`src/rtl/obi_rr_arbiter.sv`:
```
`timescale 1ns / 1ps
`default_nettype none
// ============================================================================
// Module   : obi_rr_arbiter
// Purpose  : Round-robin arbiter that shares one downstream OBI slave port
//            between NUM_REQ OBI masters. Only one transaction is outstanding
//            at a time. The grant is locked from request until response, and
//            the response is routed back to the owning master only. A response
//            watchdog synthesises an error response if the downstream port
//            never answers.
// Ports    : obi_clk_i, rst_ni     clock, asynchronous active-low reset
//            en_i                  arbitration enable (affects IDLE only)
//            m_*                   NUM_REQ upstream masters, packed buses
//            s_*                   downstream OBI port
//            busy_o / owner_o      lock status and locked master index
//            timeout_o             one-cycle pulse when the watchdog fires
// Revision : 1.0 - initial release
// ============================================================================
module obi_rr_arbiter #(
  parameter  int                NUM_REQ     = 2,
  parameter  int                ADDR_W      = 32,
  parameter  int                DATA_W      = 32,
  parameter  int                TIMEOUT_CYC = 256,
  parameter  logic [DATA_W-1:0] ERR_RDATA   = 32'hBADC_0FFE,
  localparam int                IDX_W       = $clog2(NUM_REQ),
  localparam int                BE_W        = DATA_W / 8
) (
  input  logic                      obi_clk_i,
  input  logic                      rst_ni,
  input  logic                      en_i,
  // upstream masters
  input  logic [NUM_REQ-1:0]        m_req_i,
  output logic [NUM_REQ-1:0]        m_gnt_o,
  input  logic [NUM_REQ*ADDR_W-1:0] m_addr_i,
  input  logic [NUM_REQ-1:0]        m_wr_en_i,
  input  logic [NUM_REQ*BE_W-1:0]   m_byte_en_i,
  input  logic [NUM_REQ*DATA_W-1:0] m_wdata_i,
  output logic [NUM_REQ-1:0]        m_rvalid_o,
  output logic [DATA_W-1:0]         m_rdata_o,
  // downstream slave port
  output logic                      s_req_o,
  input  logic                      s_gnt_i,
  output logic [ADDR_W-1:0]         s_addr_o,
  output logic                      s_wr_en_o,
  output logic [BE_W-1:0]           s_byte_en_o,
  output logic [DATA_W-1:0]         s_wdata_o,
  input  logic                      s_rvalid_i,
  input  logic [DATA_W-1:0]         s_rdata_i,
  // status
  output logic                      busy_o,
  output logic [IDX_W-1:0]          owner_o,
  output logic                      timeout_o
);

  // --------------------------------------------------------------------------
  // Constants
  // --------------------------------------------------------------------------
  // The watchdog counter only ever needs to reach TIMEOUT_CYC-1.
  localparam int              WD_W       = (TIMEOUT_CYC > 1) ? $clog2(TIMEOUT_CYC) : 1;
  localparam logic [WD_W-1:0] C_WD_LAST  = (TIMEOUT_CYC > 0) ? WD_W'(TIMEOUT_CYC - 1) : '0;
  localparam bit              C_WD_EN    = (TIMEOUT_CYC != 0);
  // One extra bit so rr + offset cannot overflow before the modulo compare.
  localparam logic [IDX_W:0]  C_NUM_REQ  = (IDX_W + 1)'(NUM_REQ);
  localparam logic [IDX_W-1:0] C_LAST_IDX = IDX_W'(NUM_REQ - 1);

  typedef enum logic [1:0] {
    ST_IDLE = 2'd0,
    ST_REQ  = 2'd1,
    ST_RESP = 2'd2
  } state_e;

  // --------------------------------------------------------------------------
  // State
  // --------------------------------------------------------------------------
  state_e           r_state;
  logic [IDX_W-1:0] r_idx;   // locked owner
  logic [IDX_W-1:0] r_rr;    // round-robin start pointer
  logic [WD_W-1:0]  r_wd;    // response watchdog

  // --------------------------------------------------------------------------
  // Unpacked views of the packed master buses
  // --------------------------------------------------------------------------
  logic [ADDR_W-1:0] w_addr  [NUM_REQ];
  logic [BE_W-1:0]   w_be    [NUM_REQ];
  logic [DATA_W-1:0] w_wdata [NUM_REQ];

  // --------------------------------------------------------------------------
  // Combinational control
  // --------------------------------------------------------------------------
  logic             w_in_req;
  logic             w_in_resp;
  logic             w_own_req;
  logic             w_gnt_fwd;
  logic             w_timeout;
  logic             w_rsp_fwd;
  logic             w_win_valid;
  logic [IDX_W-1:0] w_win_idx;
  logic [IDX_W-1:0] w_rr_next;

  assign w_in_req  = (r_state == ST_REQ);
  assign w_in_resp = (r_state == ST_RESP);
  assign w_own_req = m_req_i[r_idx];

  // A grant is only forwarded while the owner is still requesting; a grant
  // that races an abort is dropped together with the abort.
  assign w_gnt_fwd = w_in_req && w_own_req && s_gnt_i;

  // The watchdog fires on the last allowed RESP cycle, and only if the real
  // response does not arrive in that very cycle.
  assign w_timeout = C_WD_EN && w_in_resp && !s_rvalid_i && (r_wd == C_WD_LAST);
  assign w_rsp_fwd = w_in_resp && (s_rvalid_i || w_timeout);

  // Next round-robin pointer: explicit wrap so non-power-of-two NUM_REQ
  // never lands on an index that does not exist.
  assign w_rr_next = (r_idx == C_LAST_IDX) ? '0 : (r_idx + 1'b1);

  // Winner selection: first requesting master at or after r_rr, wrapping.
  // The scan runs from the farthest offset down so the nearest requester is
  // the last one assigned and therefore wins.
  always_comb begin
    logic [IDX_W:0] cand;
    cand        = '0;
    w_win_valid = 1'b0;
    w_win_idx   = '0;
    for (int i = NUM_REQ - 1; i >= 0; i--) begin
      cand = {1'b0, r_rr} + (IDX_W + 1)'(i);
      if (cand >= C_NUM_REQ) begin
        cand = cand - C_NUM_REQ;
      end
      if (m_req_i[cand[IDX_W-1:0]]) begin
        w_win_valid = 1'b1;
        w_win_idx   = cand[IDX_W-1:0];
      end
    end
  end

  // --------------------------------------------------------------------------
  // Per-master unpacking and response/grant demux
  // --------------------------------------------------------------------------
  for (genvar k = 0; k < NUM_REQ; k++) begin : g_master
    assign w_addr[k]     = m_addr_i[k*ADDR_W +: ADDR_W];
    assign w_be[k]       = m_byte_en_i[k*BE_W +: BE_W];
    assign w_wdata[k]    = m_wdata_i[k*DATA_W +: DATA_W];
    assign m_gnt_o[k]    = w_gnt_fwd && (r_idx == IDX_W'(k));
    assign m_rvalid_o[k] = w_rsp_fwd && (r_idx == IDX_W'(k));
  end

  // --------------------------------------------------------------------------
  // Downstream request mux: everything is forced to zero outside REQ so the
  // slave never sees stale addresses or data.
  // --------------------------------------------------------------------------
  assign s_req_o     = w_in_req && w_own_req;
  assign s_addr_o    = w_in_req ? w_addr[r_idx]    : '0;
  assign s_wr_en_o   = w_in_req && m_wr_en_i[r_idx];
  assign s_byte_en_o = w_in_req ? w_be[r_idx]      : '0;
  assign s_wdata_o   = w_in_req ? w_wdata[r_idx]   : '0;

  // Shared read data, qualified by m_rvalid_o; zero outside RESP.
  always_comb begin
    m_rdata_o = '0;
    if (w_in_resp) begin
      m_rdata_o = w_timeout ? ERR_RDATA : s_rdata_i;
    end
  end

  assign busy_o    = (r_state != ST_IDLE);
  assign owner_o   = busy_o ? r_idx : '0;
  assign timeout_o = w_timeout;

  // --------------------------------------------------------------------------
  // FSM
  // --------------------------------------------------------------------------
  always_ff @(posedge obi_clk_i or negedge rst_ni) begin
    if (!rst_ni) begin
      r_state <= ST_IDLE;
      r_idx   <= '0;
      r_rr    <= '0;
      r_wd    <= '0;
    end else begin
      case (r_state)
        ST_IDLE: begin
          // Stale s_gnt_i / s_rvalid_i are simply not looked at here.
          if (en_i && w_win_valid) begin
            r_idx   <= w_win_idx;
            r_state <= ST_REQ;
          end
        end

        ST_REQ: begin
          if (!w_own_req) begin
            // Master withdrew before the grant: release the lock without
            // advancing the pointer so it keeps its turn.
            r_state <= ST_IDLE;
          end else if (s_gnt_i) begin
            r_state <= ST_RESP;
            r_wd    <= '0;
          end
        end

        ST_RESP: begin
          if (s_rvalid_i || w_timeout) begin
            r_state <= ST_IDLE;
            r_rr    <= w_rr_next;
          end else if (r_wd != C_WD_LAST) begin
            r_wd <= r_wd + 1'b1;
          end
        end

        default: begin
          r_state <= ST_IDLE;
        end
      endcase
    end
  end

endmodule
`default_nettype wire

```
`config.mk`:
```
export PLATFORM = sky130hd
export DESIGN_NAME = obi_rr_arbiter
export DESIGN_NICKNAME = d
export VERILOG_FILES = /design/src/rtl/obi_rr_arbiter.sv
export SDC_FILE = /design/constraint.sdc
export NUM_CORES = 1
export LEC_CHECK = 0
export CORE_AREA = 10 10 104 106
export CTS_BUF_LIST = sky130_fd_sc_hd__clkbuf_4
export CTS_CLUSTER_SIZE = 40
export DETAILED_ROUTE_END_ITERATION = 8
export DIE_AREA = 0 0 114 116
export GPL_TIMING_DRIVEN = 0
export PLACE_DENSITY = 0.77
export SLEW_MARGIN = 10
export SYNTH_ARGS = -nofsm -noshare
export SYNTH_HDL_FRONTEND = slang
export SYNTH_SLANG_ARGS = --single-unit
```
`constraint.sdc`:
```
create_clock -name obi_clk_i -period 3.3 [get_ports obi_clk_i]
set_clock_uncertainty 0.2 [all_clocks]
set_input_delay 0.825 -clock obi_clk_i [delete_from_list [all_inputs] [get_ports obi_clk_i]]
set_output_delay 0.825 -clock obi_clk_i [all_outputs]
set_load 0.005 [all_outputs]
```
==> reports/metrics.csv <==
stage,metric,value,unit
floorplanning,core box area,8680,µm²
floorplanning,Initial Utilization,0.226,
detailed_routing,via count,3080,
min_path,Hold/Removal Path Class,register to register,
sta,RSZ-0062 raised after global routing,yes,
clocking,CTS tree,built,
setup_path,crit path launch type,input pin,
clocking,H-tree depth,1,
global_routing,gr usage total,0.188,
cells_and_area,Layout area overhead,161,%
global_routing,met3 Usage GRT,0.0925,
setup_path,critical path's most frequent cell,buf_4,
synth,ys flop type,dfrtp_1,
placement,DP Wirelength,12400,µm
setup_path,Critical-path top delay cell,clkdlybuf4s50_1,
synth,ys async rst share,1.00,
sta,post-layout min period,3280,ps
global_routing,grt total ovfl,0,
synth,post-synthesis net count,448,
detailed_routing,DR iter-0 viols,125,
setup_path,crit-path max cell delay,510,ps
sta,worst setup margin,23.6,ps
synth,XOR/XNOR Fraction of Synth Area,0.00446,
synth,Yosys warnings,0,
sta,fmax,305,MHz
placement,Setup WS pre-CTS,-415,ps
flow_run,Max-Cap Viols,0,
global_routing,grt met1 use,0.169,
synth,largest family of logic cells by synthesized area,multiplexers,
clocking,CTS root buffer,clkbuf_4,
synth,"EDFF count, synth",0,
synth,top-count cell post-synth,nor2_1,
floorplanning,Die W,114,µm
synth,"Seq/Total Area, Yosys",0.153,
setup_path,kind of critical path,input pin to output port,
sta,slew margin rel.,0.627,
power_and_ir_drop,VDD IR max,236,µV
global_routing,global-route wire length before repair,19400,µm
synth,Seq cells post-synth,12,
detailed_routing,Total Wirelength,13900,µm
cells_and_area,Multi-input gate area,1590,µm²
placement,RePlAce Congestion,0.894,
setup_path,Register-to-Register Setup Slack,1320,ps
global_routing,number of global-route vias before repair,3198,
clocking,Clock Latency Late Sink,280,ps
cells_and_area,Final Non-Filler Cells,673,
synth,Post-Syn Area,1960,µm²
setup_path,CP arrival,2250,ps
sta,Final Max Tran Viols,0,
synth,synth unique cells,33,
setup_path,reg-to-reg startpoint,r_idx,
sta,Tightest Pin Transition,557,ps
cells_and_area,Final nets,743,
synth,cell taking the most area after synthesis,mux2i_1,
setup_path,CP endpoint,m_rdata_o[29],
clocking,clock buffer count from CTS,3,
synth,top-area cell type share of the netlist area,0.362,
cells_and_area,fill count,778,
synth,Synth Area in Compound Gates,0.127,
cells_and_area,Seq. cell area,300,µm²
setup_path,CP startpoint,s_rvalid_i,
global_routing,initial antenna violation count,1,
setup_path,CP endpoint kind,output port,
setup_path,RR Endpoint,r_wd[7],
cells_and_area,share of cells above drive strength 1,0.0621,
sta,fin crit share,0.993,
global_routing,largest net degree at the start of global routing,20,
synth,main area contributors after synthesis,"mux2i_1, dfrtp_1, nor2_1",
floorplanning,die area,13200,µm²
power_and_ir_drop,PD cells,420,nW/µm²
synth,list of most frequent post-synthesis cells,"nor2_1, mux2i_1, a21o_1",
sta,"Setup violations, final",0,
setup_path,required time worst endpoint,2270,ps
detailed_routing,Detailed Routing Iterations Pass 1,4,
synth,mux cell area share after synthesis,0.375,
floorplanning,Ports,286,
placement,IO buf count,285,
placement,DP Cell Count,663,
detailed_routing,Via density,4.58,
detailed_routing,antenna-violating nets left,0,
detailed_routing,Routed WL per cell,20.6,µm
power_and_ir_drop,Static Leak,2.55,nW
global_routing,M2 GR Usage,0.369,
detailed_routing,DRC viols,0,
clocking,"CTS clk-pin slew, worst paths",80,ps
floorplanning,Std-Cell Rows,34,
clocking,Max clock buf depth,2,
run_status,status,completed,
synth,Post-Synth Simple-Gate Area,0.276,
setup_path,"Max FO, Critical Path",3,
synth,"Avg Cell Area, Syn",7.28,µm²
clocking,clk sinks,12,
synth,Gate Count Post-Synth,270,
setup_path,R2R cell count,5,
floorplanning,Die Y,116,µm
global_routing,gr busiest metal,met2,
setup_path,worst-path cell chain,dlygate4sd2_1 -> inv_1 -> nand2_2 -> nor3_4 -> buf_4 -> buf_4 -> a21o_1 -> clkdlybuf4s50_1,
sta,final hold violation count,0,
synth,Adder-Cell Fraction of Synth Area,0.00637,
==> cells in the final DEF, fill, tap and decap left out, types with 2 or more instances in the layout <==
cell               n
o21ai_0            3
inv_1              2
nand3_4            2
nor2b_1            2
dlymetal6s2s_1    12
nor3_1             2
and3_1             2
buf_6              4
dfrtp_1           12
nand2_1           10
buf_4              4
nand2b_1           2
a21oi_1            2
o211ai_1           3
o21ai_1            3
a21o_1            21
mux2i_1           71
clkbuf_2           4
nor2_1            76
clkbuf_1           5
and2_1            13
nand4_1            3
clkbuf_4          10
dlygate4sd2_1      4
buf_2              4
clkdlybuf4s50_1  269
nand3_1            2
==> kinds of logic (layout without fill, tap and decap cells) <==
group	count (synthesis)	count (layout)
simple gates	121	121
mux	73	73
compound gates	36	36
buf+inv	26	320
flops	12	12
fa+ha+maj	1	1
xor+xnor	1	1
other cells	0	1
==> state kept, by name (all words and copies together) (netlist names) <==
| register | cells |
|---|---|
| r_idx | 1 |
| r_rr | 1 |
| r_state | 2 |
| r_wd | 8 |
==> repair_timing <==
item | in CTS | in global routing
pin swaps | 1 | 1
gates cloned | 1 | 1
hold buffers | 0 | 0
resized for setup | 16 | 32
setup buffers | 1 | 3
endpoints found under the setup margin | 78 | 75
==> metal layers <==
metal | vias to the layer above | part of all wire
met5 | - | 0
met4 | 0 | 0.019
met3 | 16 | 0.12
met2 | 163 | 0.55
met1 | 1384 | 0.32
li1 | 1517 | -
==> power by group <==
part	switching (mW)	internal, mW
logic	0.792	1.07
clock network	0.0544	0.0439
registers	0.0225	0.174
==> worst min path at each step <==
| stage | from | to | slack (ps) | cells past startpoint |
|---|---|---|---|---|
| final | r_rr | r_rr | 310 | 1 |
| after global routing | r_rr | r_rr | 330 | 1 |
| after CTS | r_rr | r_rr | 320 | 1 |
| after detailed placement | r_rr | r_rr | 300 | 1 |
| after global placement | r_rr | r_rr | 280 | 1 |
| after floorplan | r_rr | r_rr | 260 | 1 |
==> worst max-delay path: cells and delay by family <==
| kind | cells | cell delay [ps] |
|---|---|---|
| buf+inv | 5 | 1130 |
| simple gates | 2 | 230 |
| compound gates | 1 | 70 |
==> stage by stage <==
step                setup TNS (ps)   util  area [µm²]  power (mW)  hold slack (ps)
finish                           0  0.591        5130        2.16              309
global route                  -146  0.591        5130        2.30              334
CTS                              0  0.580        5030        2.16              317
detailed placement          -11320  0.571        4950        2.05              299
global placement            -10660  0.571        4950        2.03              282
floorplan                        0      -        1960        1.06              265
==> final cells by class <==
cell class              count  area share
flip-flops and latches     12      0.0585
clock inverters             1    0.000731
repair buffers            291       0.570
inverters                   3     0.00219
clock buffers               3     0.00439
diodes                      1    0.000488
plain buffers              22      0.0266
well taps                 108      0.0263
multi-input cells         232       0.310
(Power assumes the default switching activity.)
